### config.mk
export PLATFORM = sky130hd
export DESIGN_NAME = inv_sub_bytes
export DESIGN_NICKNAME = d
export VERILOG_FILES = /design/src/rtl/inv_sub_bytes.sv
export SDC_FILE = /design/constraint.sdc
export NUM_CORES = 1
export LEC_CHECK = 0
export CAP_MARGIN = 40
export CORE_ASPECT_RATIO = 1.25
export CORE_UTILIZATION = 30
export CTS_CLUSTER_DIAMETER = 150
export DETAILED_ROUTE_END_ITERATION = 8
export MAX_ROUTING_LAYER = met4
export RECOVER_POWER = 25
export SYNTH_ARGS = -nofsm -noshare
export SYNTH_HDL_FRONTEND = slang
export SYNTH_SLANG_ARGS = --single-unit
export TNS_END_PERCENT = 5
### constraint.sdc
create_clock -name clk -period 4.3 [get_ports clk]
set_input_delay 0.43 -clock clk [delete_from_list [all_inputs] [get_ports clk]]
set_output_delay 0.43 -clock clk [all_outputs]
set_load 0.03 [all_outputs]
### src/rtl/inv_sub_bytes.sv
// Byte-serial AES-128 InvSubBytes round stage: captures a 128-bit state on strt,
// maps one byte per clock through the inverse S-box, then holds done until strt drops.
module inv_sub_bytes (
  input  logic         clk,
  input  logic         rst_n,
  input  logic         strt,
  input  logic [127:0] data,
  output logic         finish_inv_sub,
  output logic [127:0] stt_mat
);

  // Handshake: strt is a level request; finish_inv_sub rises 16 edges after the
  // capture edge and stays high (with stt_mat stable) until strt is sampled low.
  typedef enum logic [1:0] {
    IDLE = 2'd0,
    RUN  = 2'd1,
    DONE = 2'd2
  } state_t;

  localparam logic [7:0] INV_SBOX [256] = '{
    8'h52, 8'h09, 8'h6a, 8'hd5, 8'h30, 8'h36, 8'ha5, 8'h38, 8'hbf, 8'h40, 8'ha3, 8'h9e, 8'h81, 8'hf3, 8'hd7, 8'hfb,
    8'h7c, 8'he3, 8'h39, 8'h82, 8'h9b, 8'h2f, 8'hff, 8'h87, 8'h34, 8'h8e, 8'h43, 8'h44, 8'hc4, 8'hde, 8'he9, 8'hcb,
    8'h54, 8'h7b, 8'h94, 8'h32, 8'ha6, 8'hc2, 8'h23, 8'h3d, 8'hee, 8'h4c, 8'h95, 8'h0b, 8'h42, 8'hfa, 8'hc3, 8'h4e,
    8'h08, 8'h2e, 8'ha1, 8'h66, 8'h28, 8'hd9, 8'h24, 8'hb2, 8'h76, 8'h5b, 8'ha2, 8'h49, 8'h6d, 8'h8b, 8'hd1, 8'h25,
    8'h72, 8'hf8, 8'hf6, 8'h64, 8'h86, 8'h68, 8'h98, 8'h16, 8'hd4, 8'ha4, 8'h5c, 8'hcc, 8'h5d, 8'h65, 8'hb6, 8'h92,
    8'h6c, 8'h70, 8'h48, 8'h50, 8'hfd, 8'hed, 8'hb9, 8'hda, 8'h5e, 8'h15, 8'h46, 8'h57, 8'ha7, 8'h8d, 8'h9d, 8'h84,
    8'h90, 8'hd8, 8'hab, 8'h00, 8'h8c, 8'hbc, 8'hd3, 8'h0a, 8'hf7, 8'he4, 8'h58, 8'h05, 8'hb8, 8'hb3, 8'h45, 8'h06,
    8'hd0, 8'h2c, 8'h1e, 8'h8f, 8'hca, 8'h3f, 8'h0f, 8'h02, 8'hc1, 8'haf, 8'hbd, 8'h03, 8'h01, 8'h13, 8'h8a, 8'h6b,
    8'h3a, 8'h91, 8'h11, 8'h41, 8'h4f, 8'h67, 8'hdc, 8'hea, 8'h97, 8'hf2, 8'hcf, 8'hce, 8'hf0, 8'hb4, 8'he6, 8'h73,
    8'h96, 8'hac, 8'h74, 8'h22, 8'he7, 8'had, 8'h35, 8'h85, 8'he2, 8'hf9, 8'h37, 8'he8, 8'h1c, 8'h75, 8'hdf, 8'h6e,
    8'h47, 8'hf1, 8'h1a, 8'h71, 8'h1d, 8'h29, 8'hc5, 8'h89, 8'h6f, 8'hb7, 8'h62, 8'h0e, 8'haa, 8'h18, 8'hbe, 8'h1b,
    8'hfc, 8'h56, 8'h3e, 8'h4b, 8'hc6, 8'hd2, 8'h79, 8'h20, 8'h9a, 8'hdb, 8'hc0, 8'hfe, 8'h78, 8'hcd, 8'h5a, 8'hf4,
    8'h1f, 8'hdd, 8'ha8, 8'h33, 8'h88, 8'h07, 8'hc7, 8'h31, 8'hb1, 8'h12, 8'h10, 8'h59, 8'h27, 8'h80, 8'hec, 8'h5f,
    8'h60, 8'h51, 8'h7f, 8'ha9, 8'h19, 8'hb5, 8'h4a, 8'h0d, 8'h2d, 8'he5, 8'h7a, 8'h9f, 8'h93, 8'hc9, 8'h9c, 8'hef,
    8'ha0, 8'he0, 8'h3b, 8'h4d, 8'hae, 8'h2a, 8'hf5, 8'hb0, 8'hc8, 8'heb, 8'hbb, 8'h3c, 8'h83, 8'h53, 8'h99, 8'h61,
    8'h17, 8'h2b, 8'h04, 8'h7e, 8'hba, 8'h77, 8'hd6, 8'h26, 8'he1, 8'h69, 8'h14, 8'h63, 8'h55, 8'h21, 8'h0c, 8'h7d
  };

  state_t       state;
  logic [127:0] in_reg;
  logic [3:0]   cnt;
  logic [6:0]   bit_ofs;
  logic [7:0]   sbox_out;

  // Byte cnt sits at bit offset 8*(15-cnt); for a 4-bit cnt, 15-cnt is ~cnt.
  assign bit_ofs  = {~cnt, 3'b000};
  assign sbox_out = INV_SBOX[in_reg[bit_ofs +: 8]];

  always_ff @(posedge clk or negedge rst_n) begin
    if (!rst_n) begin
      state          <= IDLE;
      cnt            <= 4'd0;
      in_reg         <= 128'd0;
      stt_mat        <= 128'd0;
      finish_inv_sub <= 1'b0;
    end else begin
      case (state)
        IDLE: begin
          finish_inv_sub <= 1'b0;
          if (strt) begin
            in_reg  <= data;
            cnt     <= 4'd0;
            stt_mat <= 128'd0;
            state   <= RUN;
          end
        end
        RUN: begin
          if (strt) begin
            stt_mat[bit_ofs +: 8] <= sbox_out;
            cnt                   <= cnt + 4'd1;
            if (cnt == 4'd15) begin
              state          <= DONE;
              finish_inv_sub <= 1'b1;
            end
          end else begin
            state          <= IDLE;
            stt_mat        <= 128'd0;
            cnt            <= 4'd0;
            finish_inv_sub <= 1'b0;
          end
        end
        DONE: begin
          if (strt) begin
            finish_inv_sub <= 1'b1;
          end else begin
            state          <= IDLE;
            finish_inv_sub <= 1'b0;
          end
        end
        default: begin
          state          <= IDLE;
          finish_inv_sub <= 1'b0;
        end
      endcase
    end
  end

endmodule

== After elaboration in Yosys (flattened, before gate mapping) ==
Memories as Yosys holds them, arrays and structs flattened.
Cells that the tools add are included.
Widths: inputs -> output; s select.

* Register bits after elaboration: 263
* Output and inout port bits: 129
* Word-level logic and storage cells: 43
* Memories kept: 1
* Bits of input ports: 131
* Bits in read-only memories: 2048

* Reduce and logical (&&, ||, !) cells: 5
* Shift-type cells: 3
* Bitwise gates (word level): 2
* Add/sub/neg operators: 2
* Mux-type cells: 18
* Equality and inequality tests: 6
* $lt $le $gt $ge: 1

{| class="wikitable"
|+ Memories
! memory !! words !! width !! read ports !! clocked after Yosys merged registers in !! wr ports !! line !! RTL
|-
| (name not given) || 256 || 8 || 1 || 0 || 0 || 47 || <nowiki>assign sbox_out = INV_SBOX[in_reg[bit_ofs +: 8]];</nowiki>
|}

{| class="wikitable"
|+ Operators by type and width
! cell !! count
|-
| $mux 128 || 2
|-
| $pmux 128 s2 || 1
|-
| $bwmux 128 || 1
|-
| $shift 8x9->128 const A || 1
|-
| $shiftx 128x8->8 || 1
|-
| $shiftx 8x9->128 || 1
|-
| $mux 8 || 2
|-
| $ge 9x9->1 const B || 1
|-
| $neg 7->9 || 1
|-
| $not 8->9 || 1
|-
| $mux 2 || 4
|-
| $mux 4 || 2
|-
| $pmux 4 s2 || 1
|-
| $pmux 2 s3 || 1
|-
| $add 4x1->4 const B || 1
|-
| $eq 4x4->1 const B || 1
|-
| $ne 2x2->1 const B || 2
|-
| $not 4->4 || 1
|-
| $reduce_and 2->1 || 2
|-
| $mux 1 || 3
|-
| $ne 3x3->1 const B || 1
|-
| $reduce_and 3->1 || 1
|-
| $eq 2x1->1 const B || 1
|-
| $eq 2x2->1 const B || 1
|-
| 3 further kinds || 3
|}

== Depth between registers and ports, before layout ==
* Depth in word-level cells: 10
* Gate-level depth with buffers: 18
* Gate-level depth less buffers: 13

== Worst setup path before layout ==
OpenSTA, ideal clock, no wires.

* Kind: register -> register
* Start: reg cnt[1]
* End: reg stt_mat[45]
* Data arrival time: 4.011 ns
* Setup slack: 0.167 ns
* Library setup time: 0.122 ns
* Data required time: 4.178 ns
* Clock period less this slack: 4.133 ns
* Cell stages (with the launch flop): 19
* Buffers on the path: 5
* Path through: dfrtp_1 -> buf_2 -> buf_4 -> mux4_2 -> a22oi_1 -> o21a_1 -> inv_2 -> clkbuf_1 -> ha_1 -> buf_1 -> inv_1 -> a21oi_1 -> a211oi_1 -> nor3_1 -> o311ai_1 -> a21oi_1 -> a211o_1 -> buf_6 -> a32o_1

* Longest elaborated chain between the ends: 10
* Elaborated cells on any way between the ends: 12
* Classes of those cells: add/sub (1); shift (3); mux (5); bitwise (2); memory (1)

{| class="wikitable"
|+ Ends and longest elaborated chain
! what !! line !! RTL
|-
| start: declaration || 41 || <nowiki>logic [3:0] cnt;</nowiki>
|-
| start signal: assignment || 70 || <nowiki>cnt <= cnt + 4'd1;</nowiki>
|-
| $not 4->4 * || 46 || <nowiki>assign bit_ofs = {~cnt, 3'b000};</nowiki>
|-
| $shiftx 128x8->8 || 47 ||
|-
| $not 8->9 (not written as such) || 47 ||
|-
| $mem_v2 256x8 || n/a ||
|-
| $mux 8 (not written as such) (2 in a row) || 47 ||
|-
| $shiftx 8x9->128 || 69 || <nowiki>stt_mat[bit_ofs +: 8] <= sbox_out;</nowiki>
|-
| $bwmux 128 * || 69 ||
|-
| $mux 128 * || 68 || <nowiki>if (strt) begin</nowiki>
|-
| $pmux 128 s2 * || 57 || <nowiki>case (state)</nowiki>
|-
| end signal: indexed assignment || 69 ||
|-
| end: declaration || 9 || <nowiki>output logic [127:0] stt_mat</nowiki>
|}

Mark *: on every way between the ends. The rest lies on a longest branch, timed or not. The select of a mux whose other input is x is not followed.
A chain may end at the register's enable or synchronous reset.

== Worst setup path after layout ==
* Start: reg cnt[1]
* End: reg stt_mat[20]

Same word-level chain as after synthesis.

==> metrics.cfg <==
[status]
status=complete, but fails checks
violations=capacitance limit, slew limit

[clock_tree]
htree_levels=1
clock-sinks=263
root_buffer=clkbuf_16
clk_pin_slew_ps=70
cts.path.max_buffers=3
numCtsBuffers=28
tritoncts=done
worstSkewPairLatency_ps=580

[synthesis]
synth_top_family_by_area=compound AO/OA/AOI/OAI gates
synth-xor-area-share_pct=0.241
seq_area_frac_synth_pct=45.3
synth_seq_cells=263
synthAdderAreaFrac_pct=2.24
yosys.area.top_type=dfrtp_1
yosysMostFrequentCell=dfrtp_1
synth.cell_area_sq_um=14500
yosysWarnings=0
synthFlopType=dfrtp_1
synth_mux_area_share_pct=15.4
postSynthCellCount=1449
syn-num-nets=1606
synth_simple_gate_area_share_pct=11.7
synthTopCellsByArea=dfrtp_1 45%, mux2_2 10%, nand2_1 5.6%
synth-edff-count=0
ys_async_sr_fraction_pct=100
synth_top_area_share_pct=45.3
ys_types=86
avgSynthCellArea_sq_um=10.0
yosys-top-cells-count=263 x dfrtp_1, 218 x nand2_1, 134 x mux2_2
synth-compound-area-share_pct=20.8

[global_routing]
grt_pass1_wl_mm=103
gr-usage-all-layers_pct=29.7
grt_pass1_vias=14600
grt_max_degree=131
overflow=0
grt_antenna_before_repair=1

[drt]
drt_wl_total_mm=70.7
wl_met3_mm=3.13
vias=14100
wl_met2_mm=34.8
drtIter0Drc=1167
drc=0
wl_per_cell_um=28.2
vias_per_cell=5.62
top_layer_used=met4
first_pass_iters=6
wl_met1_mm=29.2
ant_nets=0

[placement]
gp_congestion=0.946
pre_cts_ws_ps=-72.2
placed_area_sq_um=19200
port_buffers=259
hpwlAfterDp_mm=54.9
place_inst=2454

[timing]
hold_violations=0
rsz0062_at_grt=false
clock_skew_ps=35.9
max-slew-margin-rel_pct=-96.5
clock.fmax_ghz=0.238
postLayoutSetupSlackWorst_ps=92.5
setup_violations=0
finalCritPeriodShare_pct=97.8
min_period_ps=4210
tightest_slew_ps=2950
finalMaxSlewViolations=114
fin_setup_tns_ps=0

[floorplanning]
die_area_sq_um=49300
ios=260
rows=89
die_y_um=248
start_util_pct=30.6
core_area_sq_um=47500
die_w_um=199

[final_layout]
layout.nets=2006
final_cell_area_sq_um=20200
fillerInstances=4622
synthToLayoutAreaGrowth_pct=39.1
drive_gt1_share_pct=24.6
fin_cells=2507
multi_input_area_sq_um=7380
regArea_sq_um=6590

[setup_path]
crit_arrival_ps=4650
path_common_cell=o21ai_0
path_cells=buf_12 -> mux4_2 -> mux2i_2 -> mux2_2 -> inv_2 -> ha_1 -> inv_1 -> buf_4 -> o21ai_0 -> buf_4 -> o21ai_0 -> mux2i_1 -> o22a_1 -> o31ai_1 -> a21oi_2 -> buf_12 -> o21ai_0
crit_path_top_delay_cell=ha_1
worstPathRequired_ps=4740
critPathLaunchType=flop
end_kind=flop
cp_max_fo=16
critical_path_class=flop to flop
slowest_delay_ps=430

[min_path]
hold_path.class=primary input to flop

[job]
drv_cap=1

[metrics by stage]
| step | util [%] | hold WS [ps] |
|---|---|---|
| after floorplan | - | 134 |
| after global placement | 40.4 | 464 |
| after detailed placement | 40.5 | 473 |
| after CTS | 42.5 | 431 |
| after global routing | 42.5 | 465 |
| final | 42.5 | 459 |
[metal layers]
layer / vias up / GRT usage (%)
met5: - / -
li1: 6190 / -
met4: 0 / 13.4
met3: 157 / 3.10
met2: 522 / 49.1
met1: 7210 / 36.6
[critical path, delay by kind of cell, from the launching register on]
family | cells | cell delay [ps]
AO/OA/AOI/OAI | 6 | 1040
buffers and inverters | 6 | 1130
adder cells (fa/ha/maj) | 1 | 430
flip-flops | 1 | 410
multiplexers | 4 | 1070
[final cells by class]
class	count	share of cell area, %
sequential	263	32.6
inverter	26	0.483
clock buffer	42	4.07
multi-input combinational	1056	36.5
tap	637	3.94
timing repair buffer	474	21.8
antenna	1	0.0124
clock inverter	8	0.557
[worst paths after layout]
kind,from,to,slack [ps],depth (start not counted)
worst min-delay path,data[14],in_reg[14],460,2
min in group asynchronous,rst_n,stt_mat[123],1300,2
worst min register to register,stt_mat[28],stt_mat[28],480,2
worst max-delay path,cnt[1],stt_mat[20],90,17
max in group asynchronous,rst_n,cnt[0],790,2
worst max register to register,cnt[1],stt_mat[20],90,17
[cells by family (layout without fill, tap and decap cells)]
kind of cell | Yosys count | count (layout)
AOI/OAI and AO/OA | 464 | 464
and+or+nand+nor | 387 | 387
DFF | 263 | 263
muxes | 175 | 175
buffers and inverters | 130 | 550
adders and majority gates | 26 | 26
xor gates and xnor gates | 4 | 4
other | 0 | 1
[layout by cell type (no fill, tap or decap), types with 7 or more instances in the layout]
| master | count |
|---|---|
| buf_12 | 17 |
| nor4_1 | 10 |
| a22o_1 | 10 |
| nand4_1 | 8 |
| a31oi_1 | 19 |
| ha_1 | 25 |
| inv_1 | 20 |
| clkbuf_16 | 28 |
| o311ai_0 | 7 |
| a21oi_1 | 69 |
| o21ai_0 | 102 |
| mux2i_1 | 14 |
| o22ai_1 | 12 |
| nor3_1 | 25 |
| nand3_1 | 38 |
| o221ai_1 | 11 |
| o311ai_1 | 8 |
| buf_4 | 192 |
| o211ai_1 | 17 |
| clkbuf_1 | 8 |
| nor2_1 | 52 |
| a32o_1 | 10 |
| o21ai_1 | 95 |
| a211oi_1 | 14 |
| clkdlybuf4s50_1 | 258 |
| mux2_2 | 134 |
| dfrtp_1 | 262 |
| a311oi_1 | 8 |
| clkbuf_8 | 7 |
| mux4_2 | 25 |
| nand2_1 | 217 |
[what timing repair did]
item / in CTS / in global routing
hold buffers: 1 / 0
endpoints found under the hold margin: 93 / 0
setup endpoints to repair: 16 / 76
gates cloned: 0 / 0
gates resized for setup: 2 / 10
pin swaps: 0 / 1
setup buffers: 0 / 0
Power is not shown: default switching activity piles up to over one toggle a cycle in this logic, so the estimate is an artifact.
